==> config.mk <==
export PLATFORM = sky130hd
export DESIGN_NAME = core_ctrl
export DESIGN_NICKNAME = d
export VERILOG_FILES = /design/src/rtl/core_ctrl_pkg.sv /design/src/rtl/core_ctrl_dec.sv /design/src/rtl/core_ctrl.sv
export SDC_FILE = /design/constraint.sdc
export NUM_CORES = 1
export LEC_CHECK = 0
export ABC_AREA = 0
export BUFFER_PORTS_ARGS = -buffer_cell sky130_fd_sc_hd__buf_2
export CAP_MARGIN = 20
export CORE_MARGIN = 10
export CORE_UTILIZATION = 32
export DETAILED_ROUTE_END_ITERATION = 6
export HOLD_SLACK_MARGIN = 0.15
export PLACE_DENSITY = 0.57
export SLEW_MARGIN = 10
export SYNTH_ARGS = -nofsm -noshare
export SYNTH_HDL_FRONTEND = slang
export SYNTH_SLANG_ARGS = --single-unit
==> constraint.sdc <==
create_clock -name clk -period 3.7 [get_ports clk]
set_clock_uncertainty 0.2 [all_clocks]
set_input_delay 0 -clock clk [delete_from_list [all_inputs] [get_ports clk]]
set_output_delay 0 -clock clk [all_outputs]
set_load 0.02 [all_outputs]
==> src/rtl/core_ctrl_pkg.sv <==
// rtl/core_ctrl_pkg.sv - RV32I control-core shared ISA types, opcodes, FSM states and wb_sel encoding
package core_ctrl_pkg;

   // Base opcodes handled by the control core
   localparam logic [6:0] OPC_LUI      = 7'b0110111;
   localparam logic [6:0] OPC_AUIPC    = 7'b0010111;
   localparam logic [6:0] OPC_JAL      = 7'b1101111;
   localparam logic [6:0] OPC_JALR     = 7'b1100111;
   localparam logic [6:0] OPC_BRANCH   = 7'b1100011;
   localparam logic [6:0] OPC_LOAD     = 7'b0000011;
   localparam logic [6:0] OPC_STORE    = 7'b0100011;
   localparam logic [6:0] OPC_OP_IMM   = 7'b0010011;
   localparam logic [6:0] OPC_OP       = 7'b0110011;
   localparam logic [6:0] OPC_MISC_MEM = 7'b0001111;
   localparam logic [6:0] OPC_SYSTEM   = 7'b1110011;

   // Writeback source select
   localparam logic [1:0] WB_ALU = 2'd0;
   localparam logic [1:0] WB_MEM = 2'd1;
   localparam logic [1:0] WB_PC4 = 2'd2;

   typedef enum logic [2:0] {
      ST_IDLE,
      ST_FETCH,
      ST_DECODE,
      ST_EXEC,
      ST_MEM,
      ST_WB,
      ST_TRAP
   } state_t;

   typedef enum logic [3:0] {
      CLS_LUI,
      CLS_AUIPC,
      CLS_JAL,
      CLS_JALR,
      CLS_BRANCH,
      CLS_LOAD,
      CLS_STORE,
      CLS_OP_IMM,
      CLS_OP,
      CLS_MISC_MEM,
      CLS_ILLEGAL
   } inst_class_t;

   typedef struct packed {
      logic [6:0] funct7;
      logic [4:0] rs2;
      logic [4:0] rs1;
      logic [2:0] funct3;
      logic [4:0] rd;
      logic [6:0] opcode;
   } r_type_t;

   typedef struct packed {
      logic [11:0] imm;
      logic [4:0]  rs1;
      logic [2:0]  funct3;
      logic [4:0]  rd;
      logic [6:0]  opcode;
   } i_type_t;

   typedef struct packed {
      logic [6:0] imm_hi;
      logic [4:0] rs2;
      logic [4:0] rs1;
      logic [2:0] funct3;
      logic [4:0] imm_lo;
      logic [6:0] opcode;
   } s_type_t;

   typedef struct packed {
      logic [19:0] imm;
      logic [4:0]  rd;
      logic [6:0]  opcode;
   } u_type_t;

   typedef union packed {
      r_type_t     r;
      i_type_t     i;
      s_type_t     s;
      u_type_t     u;
      logic [31:0] raw;
   } rv32i_inst_t;

   // Sequential PC step; the 32-bit sum wraps naturally past FFFF_FFFC
   function automatic logic [31:0] pc_plus4(input logic [31:0] a);
      return a + 32'd4;
   endfunction

endpackage

==> src/rtl/core_ctrl_dec.sv <==
// rtl/core_ctrl_dec.sv - combinational RV32I opcode classifier with illegal flag
module core_ctrl_dec
   import core_ctrl_pkg::*;
(
   input  rv32i_inst_t inst,
   output inst_class_t cls,
   output logic        illegal,
   output logic        rd_zero
);

   // Only opcode and rd steer the controller; the remaining fields belong to the datapath
   logic unused_fields;
   assign unused_fields = ^{inst.r.funct7, inst.r.rs2, inst.r.rs1, inst.r.funct3};

   // Map the opcode field onto an instruction class; SYSTEM and unknowns are illegal
   always_comb begin
      cls = CLS_ILLEGAL;
      case (inst.r.opcode)
         OPC_LUI:      cls = CLS_LUI;
         OPC_AUIPC:    cls = CLS_AUIPC;
         OPC_JAL:      cls = CLS_JAL;
         OPC_JALR:     cls = CLS_JALR;
         OPC_BRANCH:   cls = CLS_BRANCH;
         OPC_LOAD:     cls = CLS_LOAD;
         OPC_STORE:    cls = CLS_STORE;
         OPC_OP_IMM:   cls = CLS_OP_IMM;
         OPC_OP:       cls = CLS_OP;
         OPC_MISC_MEM: cls = CLS_MISC_MEM;
         default:      cls = CLS_ILLEGAL;
      endcase
   end

   assign illegal = (cls == CLS_ILLEGAL);
   assign rd_zero = (inst.r.rd == 5'd0);

endmodule

==> src/rtl/core_ctrl.sv <==
// rtl/core_ctrl.sv - multi-cycle RV32I control FSM with PC, IR and retired-instruction counter
module core_ctrl
   import core_ctrl_pkg::*;
#(
   parameter logic [31:0] RESET_PC = 32'h0000_0000
) (
   input  logic        clk,
   input  logic        rst_n,
   output logic        ifu_req,
   output logic [31:0] ifu_addr,
   input  logic        ifu_ack,
   input  logic [31:0] ifu_rdata,
   output logic        dmem_req,
   output logic        dmem_we,
   input  logic        dmem_ack,
   input  logic        br_taken,
   input  logic [31:0] tgt_pc,
   input  logic        instret_wr,
   input  logic [31:0] instret_wdata,
   output logic [31:0] pc,
   output rv32i_inst_t ir,
   output logic        rf_we,
   output logic [1:0]  wb_sel,
   output logic        trap,
   output logic [31:0] instret
);

   state_t      state_q, state_d;
   logic [31:0] pc_q, pc_d;
   rv32i_inst_t ir_q;
   logic [31:0] instret_q;
   logic        trap_q;
   logic [31:0] tgt_q;

   logic        ir_ld;
   logic        tgt_ld;
   logic        retire;
   logic        misalign;
   logic [31:0] pc4;

   inst_class_t cls;
   logic        illegal;
   logic        rd_zero;

   core_ctrl_dec u_dec (
      .inst    (ir_q),
      .cls     (cls),
      .illegal (illegal),
      .rd_zero (rd_zero)
   );

   assign pc4      = pc_plus4(pc_q);
   assign misalign = (tgt_pc[1:0] != 2'b00);

   // Next-state, PC update and handshake/strobe outputs, all decoded from the current state
   always_comb begin
      state_d  = state_q;
      pc_d     = pc_q;
      ir_ld    = 1'b0;
      tgt_ld   = 1'b0;
      retire   = 1'b0;
      ifu_req  = 1'b0;
      dmem_req = 1'b0;
      dmem_we  = 1'b0;
      rf_we    = 1'b0;
      wb_sel   = WB_ALU;
      case (state_q)
         ST_IDLE: state_d = ST_FETCH;
         ST_FETCH: begin
            ifu_req = 1'b1;
            if (ifu_ack) begin
               ir_ld   = 1'b1;
               state_d = ST_DECODE;
            end
         end
         ST_DECODE: state_d = illegal ? ST_TRAP : ST_EXEC;
         ST_EXEC: begin
            case (cls)
               CLS_LOAD, CLS_STORE: state_d = ST_MEM;
               CLS_BRANCH: begin
                  if (br_taken && misalign) begin
                     state_d = ST_TRAP;
                  end else begin
                     pc_d    = br_taken ? tgt_pc : pc4;
                     retire  = 1'b1;
                     state_d = ST_FETCH;
                  end
               end
               CLS_MISC_MEM: begin
                  pc_d    = pc4;
                  retire  = 1'b1;
                  state_d = ST_FETCH;
               end
               CLS_JAL, CLS_JALR: begin
                  // Jump target is captured now but only committed to pc in WB
                  if (misalign) begin
                     state_d = ST_TRAP;
                  end else begin
                     tgt_ld  = 1'b1;
                     state_d = ST_WB;
                  end
               end
               default: state_d = ST_WB;
            endcase
         end
         ST_MEM: begin
            dmem_req = 1'b1;
            dmem_we  = (cls == CLS_STORE);
            if (dmem_ack) begin
               if (cls == CLS_STORE) begin
                  pc_d    = pc4;
                  retire  = 1'b1;
                  state_d = ST_FETCH;
               end else begin
                  state_d = ST_WB;
               end
            end
         end
         ST_WB: begin
            rf_we = !rd_zero;
            if (cls == CLS_LOAD) begin
               wb_sel = WB_MEM;
            end else if (cls == CLS_JAL || cls == CLS_JALR) begin
               wb_sel = WB_PC4;
            end
            pc_d    = (cls == CLS_JAL || cls == CLS_JALR) ? tgt_q : pc4;
            retire  = 1'b1;
            state_d = ST_FETCH;
         end
         ST_TRAP: state_d = ST_TRAP;
         default: state_d = ST_IDLE;
      endcase
   end

   // State, PC, IR, jump-target latch, retire counter and sticky trap flag
   always_ff @(posedge clk) begin
      if (!rst_n) begin
         state_q   <= ST_IDLE;
         pc_q      <= RESET_PC;
         ir_q      <= '0;
         instret_q <= '0;
         trap_q    <= 1'b0;
         tgt_q     <= '0;
      end else begin
         state_q <= state_d;
         pc_q    <= pc_d;
         if (ir_ld) begin
            ir_q <= ifu_rdata;
         end
         if (tgt_ld) begin
            tgt_q <= tgt_pc;
         end
         // Counter preload wins over a same-cycle retire; a halted core keeps its count
         if (instret_wr && state_q != ST_TRAP) begin
            instret_q <= instret_wdata;
         end else if (retire) begin
            instret_q <= instret_q + 32'd1;
         end
         if (state_d == ST_TRAP) begin
            trap_q <= 1'b1;
         end
      end
   end

   assign ifu_addr = pc_q;
   assign pc       = pc_q;
   assign ir       = ir_q;
   assign instret  = instret_q;
   assign trap     = trap_q;

endmodule

## Word level (Yosys, flattened, before mapping)

Index checks and enable logic that the tools add are counted.

- Bits of input ports: 102
- Word-level logic and storage cells: 85
- Register bits after elaboration: 132

- Muxes and demuxes: 35
- Add/subtract/negate cells: 2
- Reductions and logical operators: 13
- Equal/unequal tests: 29

Operators with widths:

| cell | count |
|---|---|
| 32-bit two-way mux | 7 |
| 32-bit one-hot mux with 3 select lines | 1 |
| 32-bit one-hot mux with 2 select lines | 1 |
| 4-bit one-hot mux with 10 select lines | 1 |
| 32-bit by 1-bit adder with 32-bit output, second input constant | 1 |
| 32-bit by 3-bit adder with 32-bit output, second input constant | 1 |
| 7-bit by 6-bit == test with 1-bit output, second input constant | 3 |
| 7-bit == test, second input constant | 3 |
| 3-bit one-hot mux with 6 select lines | 1 |
| 3-bit two-way mux | 5 |
| 7-bit by 5-bit == test with 1-bit output, second input constant | 2 |
| 3-bit == test, second input constant | 4 |
| 4-bit by 3-bit == test with 1-bit output, second input constant | 3 |
| 1-bit two-way mux | 12 |
| 3-bit one-hot mux with 4 select lines | 1 |
| 4-bit by 2-bit == test with 1-bit output, second input constant | 2 |
| 4-bit == test, second input constant | 2 |
| 2-bit two-way mux | 4 |
| 7-bit by 2-bit == test with 1-bit output, second input constant | 1 |
| 7-bit by 4-bit == test with 1-bit output, second input constant | 1 |
| 3-bit by 2-bit == test with 1-bit output, second input constant | 2 |
| 3-bit != test, second input constant | 2 |
| 2-bit OR reduction | 3 |
| 5-bit zero test | 1 |
| 12 further kinds | 15 |

## Logic depth before layout (Yosys ltp)

- Word-level depth: 8
- Mapped depth: 10
- Mapped depth without buffers: 7

## Hierarchy

From an unflattened synthesis, not the netlist that was laid out.

- Cells, all modules: 940
- Area, all modules: 7029.2 µm²

Modules (own cells, without submodules):

| module | times used | cells each | area each (µm²) | sequential area each (µm²) |
|---|---|---|---|---|
| core_ctrl | 1 | 905 | 6811.5 | 2642.5 |
| core_ctrl_dec | 1 | 35 | 217.7 | 0.0 |

## Least setup slack after synthesis

No wires, ideal clock.

- Path type: reg2reg
- Start point: register pc_q[2] (netlist: ifu_addr[2])
- End point: register pc_q[30] (netlist: ifu_addr[30])
- Data arrival time: 2177 ps
- Library setup time: 60 ps
- Stages on the path, launching flop included: 8
- Required time: 3440 ps
- Setup slack: 1264 ps
- Cells stage by stage: dfxtp_1 > ha_1 > nand4_1 > or3_1 > or2_2 > or4_1 > nand3_1 > o311a_1

- Word-level cells in the longest chain between the ends: 5
- Elaborated cells on any way between the ends: 8

RTL lines:

| what | RTL line | text |
|---|---|---|
| start, declared | core_ctrl.sv:29 | `logic [31:0] pc_q, pc_d;` |
| start signal, assigned | core_ctrl.sv:146 | `pc_q <= pc_d;` |
| 32-bit by 3-bit adder with 32-bit output (*) | core_ctrl_pkg.sv:88 | `return a + 32'd4;` |
| 32-bit two-way mux | core_ctrl.sv:84 | `pc_d = br_taken ? tgt_pc : pc4;` |
| 32-bit two-way mux | core_ctrl.sv:81 | `if (br_taken && misalign) begin` |
| 32-bit one-hot mux with 2 select lines | core_ctrl.sv:78 | `case (cls)` |
| 32-bit one-hot mux with 3 select lines (*) | core_ctrl.sv:67 | `case (state_q)` |

Mark *: on every way between the ends. The rest lies on a longest branch, timed or not. The select of a mux whose other input is x is not followed.
A chain may end at the register's enable or synchronous reset.

## Worst setup path in the final report

- Start point: register state_q[1]
- End point: register instret_q[18] (netlist: instret[18])

- Word-level cells in the longest chain between the ends: 3
- Elaborated cells on any way between the ends: 8

RTL lines:

| what | RTL line | text |
|---|---|---|
| start, declared | core_ctrl.sv:28 | `state_t state_q, state_d;` |
| start signal, assigned | core_ctrl.sv:145 | `state_q <= state_d;` |
| 3-bit == test, or another cell as far along | core_ctrl.sv:67 |  |
| 1-bit one-hot mux with 3 select lines / 1-bit logical AND (equally long branches) | core_ctrl.sv:67, core_ctrl.sv:154 |  |
| 2-bit nonzero test (no line) / 32-bit two-way mux (equally long branches) | n/a |  |
| end signal, assigned | core_ctrl.sv:155 | `instret_q <= instret_wdata;` |
| end signal, assigned | core_ctrl.sv:157 | `instret_q <= instret_q + 32'd1;` |
| end, declared | core_ctrl.sv:31 | `logic [31:0] instret_q;` |

Parallel ways exist; a longest one is shown, timed or not.

==> results by group <==
Outcome
  – Run status: completed

STA
  – Fin Setup TNS: 0 ns
  – Max Clk Rate: 0.291 GHz
  – Final min period: roughly 3.4 ns
  – Worst-margin pin slew: between 0.8 and 0.9 ns
  – Hold_ws: 0.191 ns
  – Final hold violation count: 0
  – Unrepaired setup endpoints after global routing: no
  – Tcrit/Tclk final: 92.9%
  – Final setup violation count: 0
  – Max-slew violations: 0
  – Max-slew headroom: 44.9%

Synth
  – Synth Area per Inst: slightly below 8 um2
  – Syn. warnings: 0
  – Main synth FF type: dfxtp_1
  – FFs w/ async S/R, synth: 0%
  – Syn Nets: between 1000 and 1500
  – Seq/Total Area, Yosys: 37.6%
  – Number of synthesized register bits: roughly 130
  – Synth cell types: a little over 70
  – Cell Area, Synth: 7030 um2
  – Syn Inst Count: slightly above 900
  – Count of flip-flops with a built-in enable after synthesis: 0

Floorplanning
  – I/O pin count: 237
  – Die Wd: between 150 and 200 um
  – Core area: 21700 um2
  – Die Ht: 168 um
  – Starting density of the core: between 30% and 40%
  – Die Footprint: 28300 um2
  – Std-Cell Rows: between 50 and 60

Flow run
  – Max cap viols: 0

Placement
  – DP HPWL: about 18000 um
  – Gpl congestion: about 0.82
  – Placed Cells incl. Taps: 1348
  – IO buf count: 236

Clock network
  – Max clock buf depth: 2
  – TritonCTS clock tree: done
  – CTS Sinks: 132
  – # H-tree levels: 4
  – Clk_lat worst skew: about 0.42 ns
  – Worst-path clk slew: roughly 0.06 ns
  – Setup repair bufs after CTS: 0
  – CTS buffer count: 17
  – CTS Root Cell: clkbuf_16

Critical path
  – FF-to-FF Start: state_q[1]
  – Crit end category: register
  – WS Path Type: register to register
  – Startpoint Class: register
  – Crit Reg-Reg Endpoint: instret[18]
  – Crit path arrival time: 3.60 ns
  – R2r worst-path depth: 7
  – Worst reg-to-reg setup slack: around 0.26 ns
  – Worst setup path endpoint: instret[18]
  – Worst setup path start: state_q[1]
  – CP required: 3.86 ns
  – Worst-path fanout max: 15

Global routing
  – Total grt overflow: 0
  – Total track usage: 19.5%
  – Vias in the first global route: around 8500
  – Largest net degree at the start of global routing: between 60 and 70
  – First-pass GRT wire length: ~45000 um
  – Antenna violations before repair: 1

Layout
  – Non-Filler Instances: approximately 1600
  – Most frequent cells in the layout: 250 x dlygate4sd3_1, 236 x buf_2, 165 x nand2_1, 132 x dfxtp_1, 121 x a21oi_1
  – Layout area overhead: 61.5%
  – Share of cells above drive strength 1: a little under a quarter
  – Most common library cell in the layout ignoring fill and taps: dlygate4sd3_1
  – Nets@finish: ~1400

Min path
  – Hold Crit Class: input port to register

Pwr
  – Maximum vdd drop: about 0.32 mV
  – Pleak: about 4.6 nW
  – Power Density: roughly 380 nW/um2

Routing
  – Antenna Nets Post-Route: 0
  – Detailed Route Iter0 Violations: just under 600
  – Routed WL per cell: about 17 um
  – Final WL: approximately 28000 um
  – First-pass detailed-route iteration total: 5
  – DR vias: 8453
  – Avg Vias per Cell: ~5.2
  – Residual DRC: 0
-- cells by family (layout without fill, tap and decap cells) --
logic type	Yosys count	count (layout)	share of synthesized area [%]
AO/OA/AOI/OAI	270	270	23.8
XOR/XNOR	40	40	4.99
adder cells (fa/ha/maj)	2	2	0.356
buffers and inverters	106	546	7.78
flip-flops	132	132	37.6
multiplexers	3	3	0.427
other	0	5	0
AND/OR/NAND/NOR	358	358	25.1
-- cell type report --
| cell class | count | area [um2] |
|---|---|---|
| clock buffer | 20 | 447 |
| clock inverter | 12 | 179 |
| multi-input combinational | 673 | 3850 |
| tap | 280 | 350 |
| antenna | 5 | 12.5 |
| sequential | 132 | 2640 |
| timing repair buffer | 502 | 3820 |
| inverter | 12 | 45.0 |
| fill | 1990 | 10300 |
-- Yosys cell counts, types with 3 or more instances --
cell type | n | share of area (%)
nand2_1 | 165 | 8.8
o31ai_1 | 6 | 0.64
buf_4 | 33 | 3.5
nor3_2 | 10 | 1.4
nor4_1 | 11 | 0.98
a22o_1 | 3 | 0.37
a311oi_1 | 4 | 0.50
inv_1 | 11 | 0.59
dfxtp_1 | 132 | 38
a31oi_1 | 10 | 0.89
and2_1 | 6 | 0.53
xnor2_1 | 23 | 2.9
nor2_1 | 45 | 2.4
nand4_1 | 20 | 1.8
nor2b_1 | 5 | 0.45
a21oi_1 | 121 | 8.6
nor3_1 | 20 | 1.4
a211oi_1 | 7 | 0.75
o21ai_0 | 56 | 4.0
nand3_1 | 31 | 2.2
o221a_2 | 4 | 0.64
mux2i_1 | 3 | 0.43
o21a_1 | 5 | 0.53
a22oi_1 | 5 | 0.53
and3_1 | 12 | 1.1
o22ai_1 | 17 | 1.5
or3_1 | 6 | 0.53
xor2_1 | 17 | 2.1
and4_1 | 6 | 0.75
o21bai_1 | 4 | 0.43
buf_2 | 14 | 1.0
nor4_2 | 4 | 0.71
clkbuf_1 | 45 | 2.4
-- worst max-delay path: stages, from the launching register on --
cell and delay (ns):
dfxtp_1 0.50, nand2b_1 0.59, a311oi_1 0.23, a2111oi_4 0.66, nand4_1 0.20, xor2_1 0.20
a21oi_1 0.20, dlygate4sd3_1 0.59
-- timing repair --
action                    in CTS  in global routing
hold endpoints to repair     130                  0
gates resized for setup        0                  0
hold buffers                 250                  0
-- how the worst min path moves through the flow --
| stage | slack, ns | end | cells after the start | startpoint |
|---|---|---|---|---|
| final | 0.19 | tgt_q[28] | 4 | tgt_pc[28] |
| after detailed placement | 0.05 | ir[13] | 3 | ifu_rdata[13] |
| after global placement | 0.04 | ir[25] | 3 | ifu_rdata[25] |
| after floorplan | -0.06 | tgt_q[10] | 2 | tgt_pc[10] |
| after global routing | 0.20 | tgt_q[28] | 4 | tgt_pc[28] |
| after CTS | 0.18 | tgt_q[28] | 4 | tgt_pc[28] |
-- sequential cells by signal, summed over array words and instances, names as in the netlist --
signal    cells
state_q       3
ifu_addr     32
ir           32
tgt_q        32
instret      32
trap          1
-- layer usage --
metal / track usage, % / wire, um / vias to the layer above
met5: 0 / 0 / -
met4: 8.82 / 896 / 0
met3: 5.12 / 2110 / 54
met2: 31.6 / 13400 / 342
met1: 23.6 / 12000 / 3976
li1: - / - / 4081
-- per-stage QoR --
| stage | total power (W) | setup slack, ns | utilization (%) | instance area, um2 |
|---|---|---|---|---|
| 2_1_floorplan | 0.00210 | 1.26 | - | 7030 |
| 6_report | 0.00435 | 0.264 | 52.3 | 11300 |
| 3_3_place_gp | 0.00235 | 0.955 | 37.7 | 8180 |
| 5_1_grt | 0.00454 | 0.0732 | 52.3 | 11300 |
| 4_1_cts | 0.00436 | 0.333 | 52.1 | 11300 |
| 3_5_place_dp | 0.00235 | 0.894 | 37.7 | 8180 |
-- power by group --
group	switching (W)	internal [W]
Clock	0.000662	0.00115
Combinational	0.000506	0.000425
Sequential	0.000111	0.00150
Total	0.00128	0.00307
Power figures use the tool's default switching activity.
